**config.mk**
```make
export PLATFORM = sky130hd
export DESIGN_NAME = i2s_transmitter
export DESIGN_NICKNAME = d
export VERILOG_FILES = /design/src/rtl/audio_pkg.sv /design/src/rtl/i2s_bclk_gen.sv /design/src/rtl/i2s_transmitter.sv
export SDC_FILE = /design/constraint.sdc
export NUM_CORES = 1
export LEC_CHECK = 0
export BUFFER_PORTS_ARGS = -buffer_cell sky130_fd_sc_hd__buf_2
export CAP_MARGIN = 5
export CELL_PAD_IN_SITES_DETAIL_PLACEMENT = 1
export CELL_PAD_IN_SITES_GLOBAL_PLACEMENT = 1
export CORE_MARGIN = 2
export CORE_UTILIZATION = 42
export DETAILED_ROUTE_END_ITERATION = 7
export PLACE_DENSITY = 0.82
export SETUP_SLACK_MARGIN = 0.5
export SLEW_MARGIN = 5
export SYNTH_ARGS = -nofsm -noshare
export SYNTH_HDL_FRONTEND = slang
export SYNTH_SLANG_ARGS = --single-unit
export TNS_END_PERCENT = 100
```
**constraint.sdc**
```tcl
create_clock -name master_clk -period 3.1 [get_ports master_clk]
set_input_delay 0.155 -clock master_clk [delete_from_list [all_inputs] [get_ports master_clk]]
set_output_delay 0.155 -clock master_clk [all_outputs]
set_load 0.005 [all_outputs]
```
**src/rtl/audio_pkg.sv**
```systemverilog
// audio_pkg: shared audio types, rates and the I2S transmitter state encoding
package audio_pkg;
  localparam int SAMPLE_WIDTH = 16;
  localparam int MASTER_CLK_HZ = 12_288_000;
  localparam int SAMPLE_RATE_HZ = 48_000;
  typedef logic signed [SAMPLE_WIDTH-1:0] sample_t;
  typedef enum logic [1:0] {IDLE, RUN, DRAIN} i2s_state_t;
endpackage

```
**src/rtl/i2s_bclk_gen.sv**
```systemverilog
// i2s_bclk_gen: divides master_clk into BCLK and flags each BCLK falling edge one cycle later
module i2s_bclk_gen #(
  parameter int CLK_DIV = 2
) (
  input  logic master_clk,
  input  logic rst,
  input  logic clr,
  output logic i2s_bclk,
  output logic fall
);
  localparam int DW = CLK_DIV > 1 ? $clog2(CLK_DIV) : 1;
  logic [DW-1:0] div_cnt;
  logic wrap;
  assign wrap = div_cnt == DW'(CLK_DIV - 1);
  // half-period counter; fall pulses in the cycle right after BCLK drops
  always_ff @(posedge master_clk) begin
    if (rst || clr) begin
      div_cnt <= '0;
      i2s_bclk <= 1'b0;
      fall <= 1'b0;
    end else begin
      div_cnt <= wrap ? '0 : div_cnt + DW'(1);
      i2s_bclk <= i2s_bclk ^ wrap;
      fall <= wrap & i2s_bclk;
    end
  end
endmodule

```
**src/rtl/i2s_transmitter.sv**
```systemverilog
// i2s_transmitter: I2S master sending a mono sample on both channels; I2S_LEFT_JUSTIFIED_EN selects left-justified
module i2s_transmitter
  import audio_pkg::*;
#(
  parameter int CLK_DIV = 2,
  parameter int SAMPLE_WIDTH = audio_pkg::SAMPLE_WIDTH,
  parameter int SLOT_WIDTH = 32
) (
  input  logic master_clk,
  input  logic rst,
  input  logic tx_enable,
  input  logic [SAMPLE_WIDTH-1:0] sample_in,
  output logic sample_clk_en,
  output logic i2s_bclk,
  output logic i2s_lrclk,
  output logic i2s_sdata
);
  localparam int CW = $clog2(2 * SLOT_WIDTH);
  localparam logic [CW-1:0] LAST = CW'(2 * SLOT_WIDTH - 1);
  i2s_state_t state, state_nxt;
  logic [CW-1:0] bit_cnt, cnt_nxt;
  logic [SAMPLE_WIDTH-1:0] hold_reg, hold_nxt;
  logic fall, wrap, start, stop, bit_on, sdata_nxt;
  int p, idx;
  i2s_bclk_gen #(.CLK_DIV(CLK_DIV)) u_bclk (
    .master_clk(master_clk),
    .rst(rst),
    .clr(state == IDLE),
    .i2s_bclk(i2s_bclk),
    .fall(fall)
  );
  // next state, frame position and the serial bit for the upcoming BCLK period
  always_comb begin
    wrap = bit_cnt == LAST;
    stop = fall && wrap && state == DRAIN && !tx_enable;
    start = fall && wrap && state != IDLE && !stop;
    state_nxt = state == IDLE && !tx_enable ? IDLE : tx_enable ? RUN : stop ? IDLE : DRAIN;
    cnt_nxt = wrap ? '0 : bit_cnt + CW'(1);
    hold_nxt = start ? sample_in : hold_reg;
    p = int'(cnt_nxt) % SLOT_WIDTH;
`ifdef I2S_LEFT_JUSTIFIED_EN
    bit_on = p < SAMPLE_WIDTH;
    idx = bit_on ? SAMPLE_WIDTH - 1 - p : 0;
`else
    bit_on = p >= 1 && p <= SAMPLE_WIDTH;
    idx = bit_on ? SAMPLE_WIDTH - p : 0;
`endif
    sdata_nxt = bit_on && |(hold_nxt & (SAMPLE_WIDTH'(1) << idx));
  end
  // state register
  always_ff @(posedge master_clk) begin
    state <= rst ? IDLE : state_nxt;
  end
  // sample latched only at frame start so it never changes mid-shift
  always_ff @(posedge master_clk) begin
    hold_reg <= rst ? '0 : hold_nxt;
  end
  // frame counter and registered serial outputs, advancing on BCLK fall events
  always_ff @(posedge master_clk) begin
    if (rst || state == IDLE || stop) begin
      bit_cnt <= LAST;
      i2s_lrclk <= 1'b0;
      i2s_sdata <= 1'b0;
      sample_clk_en <= 1'b0;
    end else begin
      sample_clk_en <= start;
      if (fall) begin
        bit_cnt <= cnt_nxt;
        i2s_lrclk <= cnt_nxt >= CW'(SLOT_WIDTH);
        i2s_sdata <= sdata_nxt;
      end
    end
  end
endmodule
```
==> summary.txt, run 1 <==
Outcome
  • Status: finished, final reports clean

Power and ir drop
  • Clock group share of total power: 43.1%
  • Sw Ratio: 21.75%
  • Seq pwr share: 53.4%
  • Switch Pwr: 0.1583 mW
  • Static leakage: 0.8227 nW
  • P per Cell Area: 370.2 nW/um^2
  • VDD IR max: 0.2545 mV
  • Combinational fraction of design power: 3.6%
  • P_int: 0.5694 mW

Global route
  • Global route overflow: 0
  • Global Route Usage Sum: 23.28%
  • First-pass GRT wire length: 7824 um
  • Initial antenna violation count: 0
  • Vias in the first global route: 1570
  • Largest net degree at the start of global routing: 22

Clock tree
  • Clock root cell: clkbuf_8
  • Clk_lat worst skew: 0.28 ns
  • CTS Buf Count: 5
  • Clk pin slew, worst setup/hold paths: 0.06 ns
  • CTS tree: done
  • H-Tree Depth: 2
  • CTS sink cnt: 30
  • CTS max path bufs: 2

Timing
  • Setup TNS: 0 ns
  • RSZ-0062 raised after global routing: true
  • Hold WS: 0.09137 ns
  • Min cycle time layout: 2.632 ns
  • Rel. slew slack: 57.41%
  • F_max: 379.9 MHz
  • Worst slew pin tran: 0.6388 ns
  • Final setup vio count: 0
  • Final clock skew: 0.006323 ns
  • Final Cycle Share: 84.91%
  • Final Max Tran Viols: 0
  • Final worst slack: 0.4679 ns
  • Final Hold Fails: 0

Place
  • Detail Placement HPWL: 3163 um
  • Final weighted congestion in routability-driven placement: 0.8253
  • Cell Count Post-Placement: 273
  • Port bufs: 22
  • Pre-CTS setup slack: 0.3181 ns

Yosys
  • Number of library cell types mapped by synthesis: 46
  • Mapped Nets: 232
  • Post-synthesis sequential area ratio: 34.76%
  • Synthesis Warnings: 0
  • Synthesized area per cell: 8.267 sq um
  • Flops & latches, synth: 30
  • Synthesized cell area: 1728 sq um
  • Synth Instances: 209

Worst setup path
  • Arrival @ worst endpoint: 2.78 ns
  • CP cell instances: buf_4 > and4b_1 > a311o_1 > nor2_1 > ha_1 > and2b_1 > mux2i_4 > o41ai_4 > o221ai_1 > o2111ai_1 > o31ai_1 > a41oi_1
  • Crit path launch: bit_cnt[0]
  • FF-to-FF path depth: 12
  • R2R Setup Slk: 0.47 ns
  • CP endpoint kind: flop
  • Crit path depth: 12
  • Reg2reg end: i2s_sdata
  • Crit path largest cell delay: 0.34 ns
  • FF-to-FF Start: bit_cnt[0]
  • Worst Path Buf+Inv: 1
  • Critical Path RT: 3.25 ns
  • Critical path class: reg -> reg
  • CP Max Fanout: 9
  • CP max-delay cell: dfxtp_2
  • CP Launch Type: flop
  • Top delay family on crit path: compound AO/OA/AOI/OAI gates

Min path
  • Hold EP: state[1]
  • Hold path cells: 2
  • Hold Path Class: in -> reg
  • Min-delay src: tx_enable

Cells and area
  • Share of cells above drive strength 1: 21.98%
  • Final cell count without fillers: 282
  • FILL cells: 489
  • Reg area: 608.1 sq um
  • Layout Nets: 256
  • Synth-to-Final Area Change: 13.76%
  • Final core utilization: 49.50%
  • Largest register FFs: 16
  • Area of the multi-input gates: 997.2 sq um
  • Ant diodes: 0

Die
  • I/O Pins: 23
  • Die Width: 68.14 um
  • Row count: 23
  • Initial Utilization: 43.51%
  • Die ar.: 4643 sq um
  • Die Ht: 68.14 um
  • Core Area: 3971 sq um

Routing
  • Detailed-route DRC error count: 0
  • Post-route ant nets: 0
  • Routed WL: 4576 um
  • DR iter-0 viols: 100
  • DRT Pass-1 Iters: 4
  • WL/cell: 16.23 um
  • Drt via density: 5.535
  • Vias: 1561

Job
  • Max-cap violations: 0
==> routing by layer <==
layer  vias to the layer above  share of wire, %  global-route usage [%]
met1                       745                45                   29.66
met5                         -                 0                       0
met4                         0               2.6                   8.500
met3                        12               2.8                   5.099
met2                        31                50                   38.47
li1                        773                 -                       -
==> power groups by stage <==
stage,sequential [mW],clock (mW),combinational (mW)
final,0.388,0.314,0.0258
after global routing,0.388,0.336,0.0295
after CTS,0.388,0.318,0.0260
after detailed placement,0.398,0,0.0259
after global placement,0.398,0,0.0251
after floorplan,0.397,0,0.0103
==> stage by stage <==
stage,area [sq um],power (mW)
2_1_floorplan,1732,0.4077
3_3_place_gp,1823,0.4228
3_5_place_dp,1823,0.4238
4_1_cts,1957,0.7326
5_1_grt,1966,0.7539
6_report,1966,0.7277
==> worst reg2reg max path, cell delays in order, from the launching register on <==
cell and delay (ns):
dfxtp_2 0.34, buf_4 0.17, and4b_1 0.21, a311o_1 0.30, nor2_1 0.11, ha_1 0.18, and2b_1 0.22, mux2i_4 0.20
o41ai_4 0.14, o221ai_1 0.17, o2111ai_1 0.13, o31ai_1 0.24, a41oi_1 0.08
==> how the worst max path moves through the flow <==
stage	slack [ns]	to
floorplan	0.52	i2s_sdata
global placement	0.49	i2s_sdata
detailed placement	0.32	i2s_sdata
CTS	0.51	i2s_sdata
global route	0.31	i2s_sdata
finish	0.47	i2s_sdata
==> cells in the final DEF, fill, tap and decap left out, types with 2 or more instances in the layout <==
cell type	synthesis	routed
a21oi_1	20	20
nor2b_1	3	3
dfxtp_2	0	3
nor2_1	20	20
nand2_1	39	39
clkbuf_8	2	6
nand4_1	2	2
mux2i_1	7	6
xnor2_1	4	4
nand4b_1	2	2
o21ai_0	6	6
o211ai_1	4	4
a21o_1	2	2
and4b_1	2	2
a41oi_1	2	2
buf_2	0	22
xor2_1	4	4
o41ai_1	3	2
o31ai_1	2	2
nand3_1	7	7
inv_1	6	6
buf_4	1	11
ha_1	4	3
and2_1	5	5
dfxtp_1	30	26
==> cells by family after synthesis <==
family          count (synthesis)  share of synthesized area [%]
simple gates                   86                          23.17
fa+ha+maj                       4                          2.897
compound gates                 51                          20.71
mux                             8                          4.924
flops                          30                          34.76
xor+xnor                        8                          4.055
buf+inv                        22                          9.486
==> final cells by class <==
type                            count  share of cell area, %
Clock buffer                        6                  4.201
Timing Repair Buffer               33                  9.803
Sequential cell                    30                  30.94
Tap cell                           50                  3.183
Multi-Input combinational cell    157                  50.73
Inverter                            6                  1.146
==> synthesized netlist by cell type (all sizes together) <==
library cell	n	area, sq um
o31ai	2	15.01
nor3	1	5.000
a211oi	1	7.510
nand4	2	12.51
inv	6	22.52
o211ai	4	30.03
nand2	39	146.4
and2b	1	7.510
nand4b	2	17.52
a21o	2	15.01
o21ai	6	30.03
a311o	1	10.01
o221ai	1	8.760
or2	1	6.260
a2111oi	1	8.760
o2111ai	1	8.760
nor2b	3	18.77
a21oi	20	100.1
o31a	1	8.760
nand3	7	35.03
a41oi	2	17.52
mux2	1	15.01
buf	8	86.34
xnor2	4	35.03
ha	4	50.05
a22oi	1	7.510
mux2i	7	70.07
xor2	4	35.03
a211o	1	8.760
o41ai	4	53.81
clkbuf	8	55.05
o21a	1	7.510
o311a	1	10.01
dfxtp	30	600.6
and3	1	7.510
and4	1	8.760
o211a	1	10.01
and2	5	31.28
and4b	2	20.02
nor2	20	75.07
and3b	1	8.760
==> what timing repair did <==
item                       in CTS  in global routing
hold buffers                    0                  0
cloned                          0                  0
buffers inserted                3                  0
setup endpoints to repair       1                  1
resized for setup               8                  2
pin swaps                       2                  2
Power figures use the tool's default switching activity.
==> run 2: changes to the inputs <==
clock period = 2.75 ns   (was 3.1 ns; I/O delays follow)
==> run 2 against run 1 <==
Sequential share of layout area fell by 0.39 points; design area rose by 1.9%; wire length rose by 1.3%; maximum frequency rose by 5.4%; flip-flop and latch count did not move; total power rose by 22%; setup slack got worse by 0.21 ns; clock-buffer cell count rose by 2; die area did not move; cell count rose by 1.1%; clock power rose by 34%; critical endpoint unchanged.
==> summary.txt, run 2 (synthesized netlist as in run 1, its figures left out) <==
Cells and area
  • Synth-to-Final Area Change: 15.93%
  • Most common cell after layout, fill and taps aside: nand2_1
  • Most frequent cells in the layout: 39 x nand2_1, 27 x dfxtp_1, 22 x buf_2
  • Ant diodes: 0 (unchanged)
  • Largest register FFs: 16 (unchanged)
  • Layout Nets: 257 (+0.39%)
  • Share of cells above drive strength 1: 22.13% (+0.14 points)
  • Finished Cell Area: 2003 sq um (+1.9%)

Power and ir drop
  • Combinational fraction of design power: 3.3% (-0.3 points)
  • VDD IR max: 0.3703 mV (+45%)
  • Switch Pwr: 0.1879 mW (+19%)
  • Clock group share of total power: 47.6% (+4.5 points)
  • Seq pwr share: 49.1% (-4.3 points)
  • P per Cell Area: 443.2 nW/um^2 (+20%)
  • Static leakage: 0.8463 nW (+2.9%)
  • Sw Ratio: 21.17% (-0.58 points)
  • P_int: 0.6998 mW (+23%)

Worst setup path
  • Arrival @ worst endpoint: 2.64 ns (-0.14 ns)
  • FF-to-FF path depth: 12 (unchanged)
  • Worst setup endpoint: i2s_sdata
  • FF-to-FF Start: bit_cnt[1]
  • Top delay family on crit path: compound AO/OA/AOI/OAI gates
  • Reg2reg end: i2s_sdata
  • Crit path depth: 12 (unchanged)
  • Crit path launch: bit_cnt[1]
  • CP endpoint kind: flop
  • CP cell instances: ha_4 > nand3_1 > a311o_1 > nor2_1 > ha_1 > and2b_1 > mux2i_4 > o41ai_4 > o221ai_1 > o2111ai_1 > o31ai_1 > a41oi_1
  • Critical Path RT: 2.90 ns (-0.35 ns)
  • CP Max Fanout: 7 (-2)
  • CP max-delay cell: dfxtp_4
  • CP Launch Type: flop
  • Worst Path Buf+Inv: 0 (-1)
  • R2R Setup Slk: 0.25 ns (-0.21 ns)
  • Crit path largest cell delay: 0.39 ns (+0.05 ns)
  • Critical path class: reg -> reg

Timing
  • Final Max Tran Viols: 0 (unchanged)
  • Hold WS: 0.07204 ns (-0.01933 ns)
  • F_max: 400.6 MHz (+5.4%)
  • RSZ-0062 raised after global routing: true
  • Worst slew pin tran: 0.6625 ns (+0.02361 ns)
  • Final setup vio count: 0 (unchanged)
  • Final Cycle Share: 90.78% (+5.9 points)
  • Final clock skew: 0.006097 ns (-0.0002260 ns)
  • Final Hold Fails: 0 (unchanged)
  • Min cycle time layout: 2.497 ns (-0.1356 ns)
  • Setup TNS: 0 ns (unchanged)
  • Rel. slew slack: 55.84% (-1.6 points)

Routing
  • DRT Pass-1 Iters: 5 (+1)
  • Drt via density: 5.596 (+1.1%)
  • Post-route ant nets: 0 (unchanged)
  • WL/cell: 16.26 um (+0.20%)
  • Routed WL: 4634 um (+1.3%)
  • Detailed-route DRC error count: 0 (unchanged)
  • Vias: 1595 (+2.2%)
  • DR iter-0 viols: 56 (-44%)

Die
  • I/O Pins: 23 (unchanged)
  • Row count: 23 (unchanged)
  • Core Area: 3971 sq um (unchanged)
  • Die Ht: 68.14 um (unchanged)
  • Die ar.: 4643 sq um (unchanged)
  • Initial Utilization: 43.51% (unchanged)
  • Die Width: 68.14 um (unchanged)

Global route
  • Largest net degree at the start of global routing: 22 (unchanged)
  • Global route overflow: 0 (unchanged)
  • First-pass GRT wire length: 7521 um (-3.9%)
  • Global Route Usage Sum: 21.58% (-1.7 points)
  • Initial antenna violation count: 0 (unchanged)
  • Vias in the first global route: 1624 (+3.4%)

Outcome
  • Status: finished, final reports clean

Place
  • Final weighted congestion in routability-driven placement: 0.8595 (+4.1%)
  • Detail Placement HPWL: 3265 um (+3.2%)
  • Area after DPL: 1857 sq um (+1.9%)
  • Port bufs: 22 (unchanged)

Clock tree
  • Clk_lat worst skew: 0.28 ns (about the same)
  • Clk pin slew, worst setup/hold paths: 0.07 ns (about the same)
  • CTS tree: done
  • Cts hold-fix bufs: 0 (unchanged)
  • Clock root cell: clkbuf_8
  • CTS sink cnt: 30 (unchanged)
  • CTS max path bufs: 2 (unchanged)
  • CTS Buf Count: 5 (unchanged)
  • H-Tree Depth: 2 (unchanged)

Job
  • Max-cap violations: 0 (unchanged)

Min path
  • Hold Path Class: in -> reg
  • Hold path cells: 2 (unchanged)
run 2: what timing repair did:
action / in CTS / in global routing
pin swaps: 0 / 0
resized for setup: 7 / 1
endpoints found under the setup margin: 1 / 1
cloned: 0 / 0
buffers inserted: 0 / 0
run 2: area by class of cell:
class / count / area, sq um
clock buffers: 8 / 110.1
fillers: 498 / 1968
inverters: 6 / 22.52
multi-input cells: 157 / 996.0
flip-flops and latches: 30 / 611.8
well taps: 50 / 62.56
repair buffers: 34 / 200.2
run 2: worst min-delay path by stage:
stage	startpoint	endpoint	slack, ns
final	tx_enable	state[1]	0.07
after global routing	tx_enable	state[1]	0.08
after CTS	tx_enable	state[1]	0.07
after detailed placement	tx_enable	state[1]	0.36
after global placement	tx_enable	state[1]	0.35
after floorplan	tx_enable	state[1]	0.21
run 2: through the flow:
stage	std cells	power [mW]	worst slack, ns	util, %
2_1_floorplan	209	0.4595	0.2604	-
3_3_place_gp	277	0.4766	0.2192	46.75
3_5_place_dp	277	0.4780	0.09227	46.75
4_1_cts	285	0.8959	0.2659	50.25
5_1_grt	285	0.9154	0.1575	50.44
6_report	285	0.8877	0.2535	50.44
run 2: metal layers:
layer,vias to the layer above,part of all wire (%),GRT usage (%)
met5,-,0,0
met4,0,1.6,6.500
met3,9,2.1,2.961
met2,28,52,38.71
met1,772,45,26.59
li1,786,-,-
run 2: power by group through the flow:
stage,sequential [mW],combinational (mW),clock [mW]
2_1_floorplan,0.448,0.0116,0
3_3_place_gp,0.448,0.0284,0
6_report,0.436,0.0295,0.422
5_1_grt,0.436,0.0326,0.447
3_5_place_dp,0.448,0.0296,0
4_1_cts,0.436,0.0296,0.431
run 2: worst register-to-register path, cell delays in order, from the launching register on:
cell and delay [ns]:
dfxtp_4 0.39, ha_4 0.17, nand3_1 0.08, a311o_1 0.30, nor2_1 0.12, ha_1 0.18
and2b_1 0.21, mux2i_4 0.19, o41ai_4 0.14, o221ai_1 0.16, o2111ai_1 0.13, o31ai_1 0.22
a41oi_1 0.07
